--- config.mk ---
export PLATFORM = sky130hd
export DESIGN_NAME = vexp_lane_seq
export DESIGN_NICKNAME = d
export VERILOG_FILES = /design/src/rtl/vexp_lane_seq.sv
export SDC_FILE = /design/constraint.sdc
export NUM_CORES = 1
export LEC_CHECK = 0
export ABC_AREA = 1
export BUFFER_PORTS_ARGS = -buffer_cell sky130_fd_sc_hd__buf_2
export CORE_MARGIN = 2
export CORE_UTILIZATION = 35
export DETAILED_ROUTE_END_ITERATION = 10
export GPL_ROUTABILITY_DRIVEN = 0
export PLACE_DENSITY = 0.72
export SLEW_MARGIN = 15
export SYNTH_ARGS = -nofsm -noshare
export SYNTH_HDL_FRONTEND = slang
export SYNTH_SLANG_ARGS = --single-unit
--- constraint.sdc ---
create_clock -name CLK -period 1.6 [get_ports CLK]
set_clock_uncertainty 0.05 [all_clocks]
set_input_delay 0.16 -clock CLK [delete_from_list [all_inputs] [get_ports CLK]]
set_output_delay 0.16 -clock CLK [all_outputs]
set_load 0.01 [all_outputs]
--- src/rtl/vexp_lane_seq.sv ---
// Lane sequencer: feeds bf16 vector lanes one at a time to a shared exp unit.
// Optional VEXP_SEQ_ZERO_BYPASS_EN: +/-0 lanes resolve to 1.0 without an issue.
module vexp_lane_seq #(
    parameter int LANES = 4,
    parameter int OP_W  = 2
) (
    input  logic                  CLK,
    input  logic                  nRST,
    input  logic                  in_valid,
    output logic                  in_ready,
    input  logic [LANES*16-1:0]   in_data,
    input  logic [OP_W-1:0]       in_op,
    output logic                  exp_valid_in,
    output logic [OP_W-1:0]       exp_operand,
    output logic [15:0]           exp_a,
    input  logic                  exp_done,
    input  logic [15:0]           exp_result,
    output logic                  out_valid,
    input  logic                  out_ready,
    output logic [LANES*16-1:0]   out_data,
    output logic                  busy
);

    localparam int IDX_W = (LANES > 1) ? $clog2(LANES) : 1;
    localparam logic [IDX_W-1:0] LAST = IDX_W'(LANES - 1);

    typedef enum logic [1:0] {
        IDLE,
        ISSUE,
        WAIT,
        DONE
    } state_e;

    state_e                state_q;
    logic [IDX_W-1:0]      idx_q;
    logic [LANES*16-1:0]   data_q;
    logic [LANES*16-1:0]   res_q;
    logic [OP_W-1:0]       op_q;
    logic [15:0]           cur_lane;

    always_comb begin
        cur_lane = '0;
        for (int i = 0; i < LANES; i++) begin
            if (idx_q == IDX_W'(i)) cur_lane = data_q[16*i +: 16];
        end
    end

    function automatic logic [LANES*16-1:0] put_lane(
        input logic [LANES*16-1:0] vec,
        input logic [IDX_W-1:0]    idx,
        input logic [15:0]         val
    );
        logic [LANES*16-1:0] v;
        v = vec;
        for (int i = 0; i < LANES; i++) begin
            if (idx == IDX_W'(i)) v[16*i +: 16] = val;
        end
        return v;
    endfunction

`ifdef VEXP_SEQ_ZERO_BYPASS_EN
    logic lane_zero;
    assign lane_zero    = (cur_lane[14:0] == 15'd0);
    assign exp_valid_in = (state_q == ISSUE) && !lane_zero;
`else
    assign exp_valid_in = (state_q == ISSUE);
`endif

    assign in_ready    = (state_q == IDLE);
    assign busy        = (state_q != IDLE);
    assign out_valid   = (state_q == DONE);
    assign out_data    = res_q;
    assign exp_a       = cur_lane;
    assign exp_operand = op_q;

    always_ff @(posedge CLK or negedge nRST) begin
        if (!nRST) begin
            state_q <= IDLE;
            idx_q   <= '0;
            data_q  <= '0;
            op_q    <= '0;
            res_q   <= '0;
        end else begin
            unique case (state_q)
                IDLE: begin
                    if (in_valid) begin
                        data_q  <= in_data;
                        op_q    <= in_op;
                        idx_q   <= '0;
                        state_q <= ISSUE;
                    end
                end
                ISSUE: begin
`ifdef VEXP_SEQ_ZERO_BYPASS_EN
                    if (lane_zero) begin
                        res_q <= put_lane(res_q, idx_q, 16'h3F80);
                        if (idx_q == LAST) begin
                            state_q <= DONE;
                        end else begin
                            idx_q <= idx_q + IDX_W'(1);
                        end
                    end else begin
                        state_q <= WAIT;
                    end
`else
                    state_q <= WAIT;
`endif
                end
                WAIT: begin
                    // only one op is in flight, so the done pulse belongs to idx_q
                    if (exp_done) begin
                        res_q <= put_lane(res_q, idx_q, exp_result);
                        if (idx_q == LAST) begin
                            state_q <= DONE;
                        end else begin
                            idx_q   <= idx_q + IDX_W'(1);
                            state_q <= ISSUE;
                        end
                    end
                end
                DONE: begin
                    if (out_ready) state_q <= IDLE;
                end
                default: state_q <= IDLE;
            endcase
        end
    end

endmodule

==> results of run 1 <==
[critical path: cells and delay by family, from the launching register on]
kind | cells | cell delay [ns]
AOI/OAI and AO/OA | 1 | 0.18
adders and majority gates | 1 | 0.20
buffers and inverters | 3 | 0.46
DFF | 1 | 0.41
and+or+nand+nor | 2 | 0.15
[final cells by class]
cell class / instances / area, um^2 / share of cell area (%)
clock inverter: 8 / 97.6 / 1.08
clock buffer: 24 / 482 / 5.35
inverter: 35 / 146 / 1.63
tap: 220 / 275 / 3.06
sequential: 134 / 3360 / 37.3
multi-input combinational: 455 / 2380 / 26.5
timing repair buffer: 295 / 2260 / 25.1
[cell families after synthesis]
family          count (synthesis)  share of synthesized area [%]
simple gates                  335                           23.8
flops                         134                           56.3
compound gates                115                           11.7
buf+inv                        79                           7.37
fa+ha+maj                       4                          0.840
[sequential cells by signal, indices dropped and copies added, names as in the netlist]
register     cells
state_q          2
data_q          64
idx_q            2
exp_operand      2
out_data        64
[cells in the final DEF, fill, tap and decap left out, types with 2 or more instances in the layout]
master,instances
buf_6,9
dfrtp_2,2
o21ai_1,44
inv_1,28
a21o_1,11
o21ai_2,29
a21oi_2,14
clkinvlp_4,3
dfrtp_1,132
nand2_2,11
nand2_4,2
clkbuf_8,3
nand3_2,4
clkinv_2,3
buf_2,169
buf_16,3
dlygate4sd3_1,70
a21oi_1,13
buf_4,29
buf_12,11
ha_4,3
bufinv_16,2
nand4_1,2
nand3_4,6
nand2_1,221
clkbuf_16,20
clkbuf_1,4
nand3_1,74
inv_2,4
nor2_1,14
o21ai_0,2
[power groups by stage]
stage / logic, W / clock network (W) / registers (W)
2_1_floorplan: 0.00331 / 0 / 0.00573
3_3_place_gp: 0.00565 / 0 / 0.00561
3_5_place_dp: 0.00577 / 0 / 0.00565
4_1_cts: 0.00661 / 0.00389 / 0.00565
5_1_grt: 0.00799 / 0.00409 / 0.00586
6_report: 0.00731 / 0.00386 / 0.00571
[final timing paths]
check                              start  cells after the start      endpoint  slack [ns]
max                             idx_q[0]                      7     exp_a[11]       -0.43
min                        exp_result[4]                      3  out_data[52]        0.01
max reg2reg                     idx_q[0]                      8  out_data[10]       -0.13
min reg2reg                   data_q[49]                      2    data_q[49]        0.43
max in group asynchronous           nRST                      3      idx_q[1]        0.73
min in group asynchronous           nRST                      2  out_data[20]        0.20
[what timing repair did]
| item | 4_1_cts | 5_1_grt |
|---|---|---|
| hold buffers | 70 | 0 |
| setup endpoints to repair | 27 | 63 |
| cloned | 4 | 3 |
| resized for setup | 49 | 39 |
| buffers inserted | 5 | 12 |
| endpoints found under the hold margin | 136 | 0 |
| pin swaps | 11 | 17 |
[metal layers]
layer  up-vias  GRT usage (%)  part of all wire (%)
met3        52           5.97                   7.1
met2       263           35.2                    49
met1      2763           25.8                    40
li1       2715              -                     -
met4         0           10.9                   3.8
met5         -              0                     0
[stage by stage]
step                setup TNS, ns  cell area, um^2  hold WS (ns)  utilization, %  std cells
floorplan                       0             5960        -0.186               -        667
global placement           -0.220             7140        0.0834            43.1       1045
detailed placement          -1.04             7140        0.0764            43.1       1045
CTS                         -6.31             8710       0.00122            52.6       1156
global route               -10.54             9000        0.0118            54.3       1171
finish                      -7.73             9000        0.0147            54.3       1171
==> impl_metrics.yaml, run 1 <==
yosys:
  ys_ff_latch: 134
  synth.top_cell.area_share_pct: 56.3
  ys_seq_area_share_pct: 56.3
  yosys.area.top_type: "dfrtp_1"
  syn_nets: 758
  syn_area_um2: 5960
  yosys_warnings: 0
  synth_cells: 667
  async_flop_share_pct: 100
  synth_cell_types: 22
  synth-main-ff-cell: "dfrtp_1"
  synth_edf_count: 0
  netlist_top_cells_area: "dfrtp_1 (56%), nand2_1 (15%), nand3_1 (6.6%)"
  avgSynthCellArea_um2: 8.93
  synth_commonest_cells: "nand2_1 (233), dfrtp_1 (134), nand3_1 (79)"
  yosysMostFrequentCell: "nand2_1"
clock_tree:
  cts_sinks: 134
  path_clk_slew_ns: 0.05
  cts.path.max_buffers: 2
  numCtsBuffers: 17
  clk-insertion-delay-late_ns: 0.42
  root_buffer: "clkbuf_16"
  cts_max_level: 4
  cts_tree: "done"
placed_design:
  post-place-ws_ns: -0.111
  hpwl_um: 11600
  io_buffers: 172
setup_path:
  crit_slowest_cell: "dfrtp_1"
  start_kind: "flip-flop"
  worst_path_largest_cell_delay_ns: 0.41
  crit_fanout: 8
  arrival_ns: 1.82
  cp_cell_sequence: "buf_6 > ha_4 > buf_12 > nand2_2 > nand3_2 > a21oi_2 > buf_2"
  path_class: "reg2out"
  crit_path_end_kind: "primary output"
  cp.required_ns: 1.39
final_layout:
  drive_gt1_share_pct: 35.1
  nets: 1029
  areaGrowthSynthToFinish_pct: 51.1
  antenna_cells: 0
  nFillCells: 1433
pwr:
  power_per_cell_area_nw_per_um2: 1880
  p_sw_w: 0.00634
  power_w: 0.0169
  p_leak_nw: 4.77
  switching_share_pct: 37.6
  peakVddDrop_uv: 1090
  pwr-share-clk_pct: 22.9
  pwr-share-comb_pct: 43.3
  pwr-share-seq_pct: 33.8
  p_int_w: 0.0105
route:
  routedWlPerCell_um: 16.4
  drc_errors: 0
  first_pass_iters: 6
  wl_um: 19200
  antenna_left: 0
  viasPerCell: 4.95
  drt-initial-drc-count: 348
  vias: 5793
die:
  core.rowCount: 47
  boundaryPins: 173
  floorplan.initialDensity_pct: 35.9
  die-area_um2: 18100
  die_h_um: 134
  core_um2: 16600
  chipWidth_um: 134
timing:
  slew_headroom_pct: 70.1
  slew_viol_final: 0
  hold_violations: 0
  post-route-min-period_ns: 2.03
  max_slew.worst_pin.slew_ns: 0.449
  fin_crit_sh_pct: 127
  rsz0062_at_grt: "yes"
  setup_slack_ns: -0.430
  final-setup-viol-count: 32
  fmax_ghz: 0.493
worst_hold_path:
  hold_class: "in2reg"
run_status:
  status: "finished, violations left"
  violations: "setup timing"
global_route:
  grt_max_degree: 56
  grt-ovfl-total: 0
  grt_use_total_pct: 21.4
  antenna_found_initial: 0
  grt_pass1_wl_um: 29800
  grt_pass1_vias: 5823
run:
  maxCapViolCount: 0
No activity file was read; power rests on OpenSTA's default activity.
==> inputs of run 2 (changes only) <==
--- a/config.mk
+++ b/config.mk
@@ -11,6 +11,7 @@
 export CORE_UTILIZATION = 35
 export DETAILED_ROUTE_END_ITERATION = 10
 export GPL_ROUTABILITY_DRIVEN = 0
+export GPL_TIMING_DRIVEN = 0
 export PLACE_DENSITY = 0.72
 export SLEW_MARGIN = 15
 export SYNTH_ARGS = -nofsm -noshare
==> run 2 against run 1 <==
Net effect: the flow still finishes with violations (setup timing); die area did not move; count of clock-buffer cells in the layout rose by 2; critical endpoint is now exp_a[3]; design area fell by 0.13%; routed wire length rose by 1.5%; via count barely moved; hold slack improved by 0.0046 ns; register-to-register slack improved by 0.17 ns; first-iteration DRC count rose by 38%; core utilization fell by 0.068 points.
==> impl_metrics.yaml, run 2 (synthesis gave the netlist of run 1 again) <==
run_status:
  status: "finished, violations left"
  violations: "setup timing"
route:
  routedWlPerCell_um: 16.5
  vias: 5792
  first_pass_iters: 5
  antenna_left: 0
  wl_um: 19500
  drc_errors: 0
  drt-initial-drc-count: 479
  viasPerCell: 4.89
worst_hold_path:
  min_from: "exp_result[8]"
  hold_class: "in2reg"
  min_path_cells: 3
  holdPathEnd: "out_data[8]"
clock_tree:
  cts_max_level: 4
  cts.path.max_buffers: 2
  cts_sinks: 134
  cts_tree: "done"
  clk-insertion-delay-late_ns: 0.42
  root_buffer: "clkbuf_16"
  path_clk_slew_ns: 0.06
  numCtsBuffers: 17
final_layout:
  antenna_cells: 0
  nFillCells: 1446
  finish.utilization_pct: 54.2
  areaGrowthSynthToFinish_pct: 50.9
  seqCellArea_um2: 3360
  multi_input_area_um2: 2380
  mostFrequentLayoutCell: "nand2_1"
  nets: 1044
  stdcell_count: 1184
  final_cell_mix: "nand2_1 (223), buf_2 (177), dfrtp_1 (130)"
  drive_gt1_share_pct: 35.5
global_route:
  grt_use_total_pct: 21.9
  grt-ovfl-total: 0
  grt_pass1_vias: 5779
  grt_max_degree: 75
  grt_pass1_wl_um: 30200
  antenna_found_initial: 0
setup_path:
  crit_path_end_kind: "primary output"
  worst_path_largest_cell_delay_ns: 0.44
  start_kind: "flip-flop"
  regToRegSetupSlack_ns: 0.04
  path_class: "reg2out"
  crit_fanout: 5
  rr_worst_depth: 8
  cp.required_ns: 1.39
  r2r-start: "idx_q[0]"
  crit_slowest_cell: "dfrtp_2"
  arrival_ns: 1.92
  cp_cell_sequence: "buf_6 > ha_4 > clkinvlp_4 > buf_8 > o21ai_2 > a21o_1 > nand2_1 > buf_2"
  rr_endpoint: "state_q[1]"
die:
  core.rowCount: 47
  die-area_um2: 18100
  floorplan.initialDensity_pct: 35.9
  die_h_um: 134
  chipWidth_um: 134
  core_um2: 16600
  boundaryPins: 173
timing:
  slew_viol_final: 0
  post-route-min-period_ns: 2.13
  hold_violations: 0
  fin_crit_sh_pct: 133
  rsz0062_at_grt: "yes"
  max_slew.worst_pin.slew_ns: 0.560
  slew_headroom_pct: 62.6
  hold_ws_ns: 0.0193
  final-setup-viol-count: 16
  fmax_ghz: 0.469
  setup_slack_ns: -0.533
placed_design:
  post-place-ws_ns: -0.408
  place_inst: 1059
  hpwl_um: 12500
  io_buffers: 171
pwr:
  switching_share_pct: 38.1
  peakVddDrop_uv: 1170
  p_int_w: 0.0101
  power_per_cell_area_nw_per_um2: 1820
  pwr-share-comb_pct: 43.0
  p_leak_nw: 4.76
  pwr-share-clk_pct: 22.3
  p_sw_w: 0.00623
  pwr-share-seq_pct: 34.8
  power_w: 0.0163
run:
  maxCapViolCount: 0
==> run 2: routing by layer <==
layer | vias to the layer above | GRT usage, % | share of wire [%]
li1 | 2740 | - | -
met1 | 2764 | 26.3 | 40
met2 | 247 | 37.7 | 50
met3 | 41 | 5.67 | 6.8
met4 | 0 | 8.42 | 3.2
met5 | - | 0 | 0
==> run 2: layout make-up <==
class / count / area share [%]
Multi-Input combinational cell: 454 / 26.4
Buffer: 42 / 4.13
Sequential cell: 134 / 37.4
Timing Repair Buffer: 269 / 21.3
Clock inverter: 4 / 0.501
Inverter: 35 / 1.67
Tap cell: 220 / 3.06
Clock buffer: 26 / 5.55
==> run 2: power by group through the flow <==
| stage | combinational (W) | clock [W] | sequential, W |
|---|---|---|---|
| after floorplan | 0.00331 | 0 | 0.00573 |
| after global placement | 0.00564 | 0 | 0.00557 |
| after detailed placement | 0.00576 | 0 | 0.00561 |
| after CTS | 0.00654 | 0.00368 | 0.00563 |
| after global routing | 0.00768 | 0.00385 | 0.00583 |
| final | 0.00702 | 0.00364 | 0.00568 |
==> run 2: what timing repair did <==
| action | CTS | global route |
|---|---|---|
| hold buffers | 70 | 0 |
| gates resized for setup | 77 | 42 |
| setup endpoints to repair | 19 | 65 |
| setup buffers | 19 | 5 |
| pin swaps | 13 | 14 |
| cloned | 3 | 2 |
| endpoints found under the hold margin | 131 | 0 |
==> run 2: stage by stage <==
stage / instance area (um^2) / setup TNS, ns
2_1_floorplan: 5960 / 0
3_3_place_gp: 7090 / -204.69
3_5_place_dp: 7120 / -4.27
4_1_cts: 8780 / -8.16
5_1_grt: 8990 / -8.99
6_report: 8990 / -7.79
==> run 2: worst max path at each step <==
| stage | from | endpoint | slack (ns) | cells after the start |
|---|---|---|---|---|
| 2_1_floorplan | idx_q[0] | exp_a[11] | 0.02 | 6 |
| 3_3_place_gp | nRST | data_q[49] | -1.51 | 1 |
| 3_5_place_dp | idx_q[0] | exp_a[11] | -0.41 | 7 |
| 4_1_cts | idx_q[1] | exp_a[3] | -0.51 | 8 |
| 5_1_grt | idx_q[0] | exp_a[7] | -0.59 | 8 |
| 6_report | idx_q[1] | exp_a[3] | -0.53 | 8 |
==> run 2: critical path: cells and delay by family (launching register included) <==
family | cells | cell delay (ns)
AOI/OAI and AO/OA | 2 | 0.21
adders and majority gates | 1 | 0.18
and+or+nand+nor | 1 | 0.09
DFF | 1 | 0.44
buffers and inverters | 4 | 0.58
==> inputs of run 3 (changes only) <==
--- a/config.mk
+++ b/config.mk
@@ -5,14 +5,13 @@
 export SDC_FILE = /design/constraint.sdc
 export NUM_CORES = 1
 export LEC_CHECK = 0
-export ABC_AREA = 1
 export BUFFER_PORTS_ARGS = -buffer_cell sky130_fd_sc_hd__buf_2
 export CORE_MARGIN = 2
-export CORE_UTILIZATION = 35
+export CORE_UTILIZATION = 25
 export DETAILED_ROUTE_END_ITERATION = 10
 export GPL_ROUTABILITY_DRIVEN = 0
 export GPL_TIMING_DRIVEN = 0
-export PLACE_DENSITY = 0.72
+export PLACE_DENSITY = 0.56
 export SLEW_MARGIN = 15
 export SYNTH_ARGS = -nofsm -noshare
 export SYNTH_HDL_FRONTEND = slang
==> constraint.sdc (replaced) <==
create_clock -name CLK -period 2.7 [get_ports CLK]
set_clock_uncertainty 0.05 [all_clocks]
set_input_delay 0.27 -clock CLK [delete_from_list [all_inputs] [get_ports CLK]]
set_output_delay 0.27 -clock CLK [all_outputs]
set_load 0.01 [all_outputs]
==> run 3 against run 2 <==
Net effect: the flow now finishes without violations; hold slack improved by 0.014 ns; combinational power shrank 42%; flip-flop and latch count unchanged; via count down 31%; final cell count down 20%; sequential power is 38% lower; design area fell by 12%; critical path type unchanged; largest cell class unchanged; largest power group unchanged; highest routed layer unchanged.
==> impl_metrics.yaml, run 3 <==
final_layout:
  finish.utilization_pct: 33.8
  multi_input_area_um2: 2350
  mostFrequentLayoutCell: "buf_2"
  antenna_cells: 0
  areaGrowthSynthToFinish_pct: 32.8
  nets: 706
  drive_gt1_share_pct: 58.4
  final_cell_mix: "buf_2 (176), dfrtp_1 (134), mux2_2 (71)"
  seqCellArea_um2: 3350
  nFillCells: 2361
  stdcell_area_um2: 7920
die:
  boundaryPins: 173
  core_um2: 23500
  die-area_um2: 25100
  floorplan.initialDensity_pct: 25.4
  die_h_um: 158
  chipWidth_um: 158
  core.rowCount: 56
clock_tree:
  root_buffer: "clkbuf_16"
  numCtsBuffers: 17
  cts_tree: "done"
  cts.path.max_buffers: 2
  cts_max_level: 4
  path_clk_slew_ns: 0.06
  clk-insertion-delay-late_ns: 0.42
  cts_sinks: 134
placed_design:
  post_dp_cell_area_um2: 7260
  io_buffers: 172
  hpwl_um: 11700
setup_path:
  start_kind: "flip-flop"
  cp.required_ns: 2.38
  path_class: "reg2out"
  crit_fanout: 10
  regToRegSetupSlack_ns: 0.75
  crit_path_end_kind: "primary output"
  arrival_ns: 2.22
global_route:
  grt_pass1_wl_um: 24600
  antenna_found_initial: 0
  grt-ovfl-total: 0
  grt_pass1_vias: 4152
  grt_use_total_pct: 13.3
  grt_max_degree: 77
timing:
  final-setup-viol-count: 0
  post-route-min-period_ns: 2.54
  hold_violations: 0
  slew_headroom_pct: 58.9
  fmax_ghz: 0.394
  rsz0062_at_grt: "no"
  max_slew.worst_pin.slew_ns: 0.617
  setup_tns_ns: 0
  fin_crit_sh_pct: 93.9
  slew_viol_final: 0
route:
  drc_errors: 0
  routedWlPerCell_um: 17.1
  first_pass_iters: 4
  antenna_left: 0
  drt-initial-drc-count: 131
  wl_um: 16200
  viasPerCell: 4.24
  vias: 4007
pwr:
  p_leak_nw: 4.00
  power_per_cell_area_nw_per_um2: 1260
  peakVddDrop_uv: 352
run:
  maxCapViolCount: 0
yosys:
  yosys.area.top_type: "dfrtp_1"
  synth_edf_count: 0
  synth_cell_types: 25
  syn_nets: 512
  synth_cells: 421
  syn_area_um2: 5970
  synth-main-ff-cell: "dfrtp_1"
  ys_ff_latch: 134
  synth.top_cell.area_share_pct: 56.2
  yosysMostFrequentCell: "dfrtp_1"
  ys_seq_area_share_pct: 56.2
  async_flop_share_pct: 100
  netlist_top_cells_area: "dfrtp_1 (56%), mux2_4 (15%), mux2_2 (13%)"
  synth_commonest_cells: "dfrtp_1 (134), mux2_2 (71), mux2_4 (59)"
  yosys_warnings: 0
  avgSynthCellArea_um2: 14.2
worst_hold_path:
  hold_class: "in2reg"
run_status:
  status: "finished clean"
run 3: cell count changes in the layout (fill, tap and decap cells not counted), moves of 32 or more:
cell and delta:
mux2_4 +59, nand3_1 -72, dlygate4sd3_1 -66, nand2_1 -205
mux2_2 +71, o21ai_1 -41, o21ai_2 -32
run 3: repair_timing:
item	4_1_cts	5_1_grt
setup endpoints to repair	16	13
hold endpoints to repair	78	0
setup buffers	0	0
gates cloned	0	0
hold buffers	4	0
gates resized for setup	10	8
run 3: routing by layer:
| metal | global-route usage [%] | wire length, um |
|---|---|---|
| met5 | 0 | 0 |
| met2 | 20.5 | 7700 |
| met3 | 2.69 | 496 |
| met4 | 4.98 | 237 |
| met1 | 18.4 | 7770 |
run 3: area by class of cell:
class	count	share of cell area (%)
inverter	21	0.995
buffer	26	2.43
timing repair buffer	177	11.8
clock buffer	20	5.76
multi-input combinational	238	29.7
sequential	134	42.3
clock inverter	11	1.89
tap	319	5.04
run 3: metrics by stage:
step                      cells  hold WS [ns]  setup WS (ns)  total power [W]
after floorplan             421       -0.0756          0.842          0.00614
after global placement      912         0.415         -0.775          0.00758
after detailed placement    913         0.261        0.00635          0.00766
after CTS                   947       0.00132         0.0251           0.0102
after global routing        946        0.0155         0.0128           0.0107
final                       946        0.0332          0.164           0.0100
run 3: report_power, final:
part	switching, W	internal (W)
Clock	0.000903	0.00150
Sequential	0.000513	0.00301
Combinational	0.00190	0.00218
Total	0.00331	0.00669
run 3: critical path: stages (launching register included):
cell,delay (ns)
dfrtp_1,0.44
inv_1,0.11
ha_2,0.32
clkbuf_4,0.27
nand2_1,0.07
o21ai_1,0.26
a22o_1,0.19
buf_2,0.14
run 3: final timing paths:
check / start / end / cells past startpoint
worst min-delay path: in_data[62] / data_q[62] / 2
min in group asynchronous: nRST / out_data[53] / 2
max in group asynchronous: nRST / data_q[9] / 3
worst min register to register: out_data[10] / out_data[10] / 1
worst max-delay path: idx_q[0] / exp_a[5] / 7
worst max register to register: idx_q[0] / out_data[5] / 5
run 3: cell families after synthesis:
logic type	share of synthesized area, %
AOI/OAI and AO/OA	7.13
adders and majority gates	0.839
buffers and inverters	4.42
DFF	56.2
muxes	28.4
and+or+nand+nor	3.00
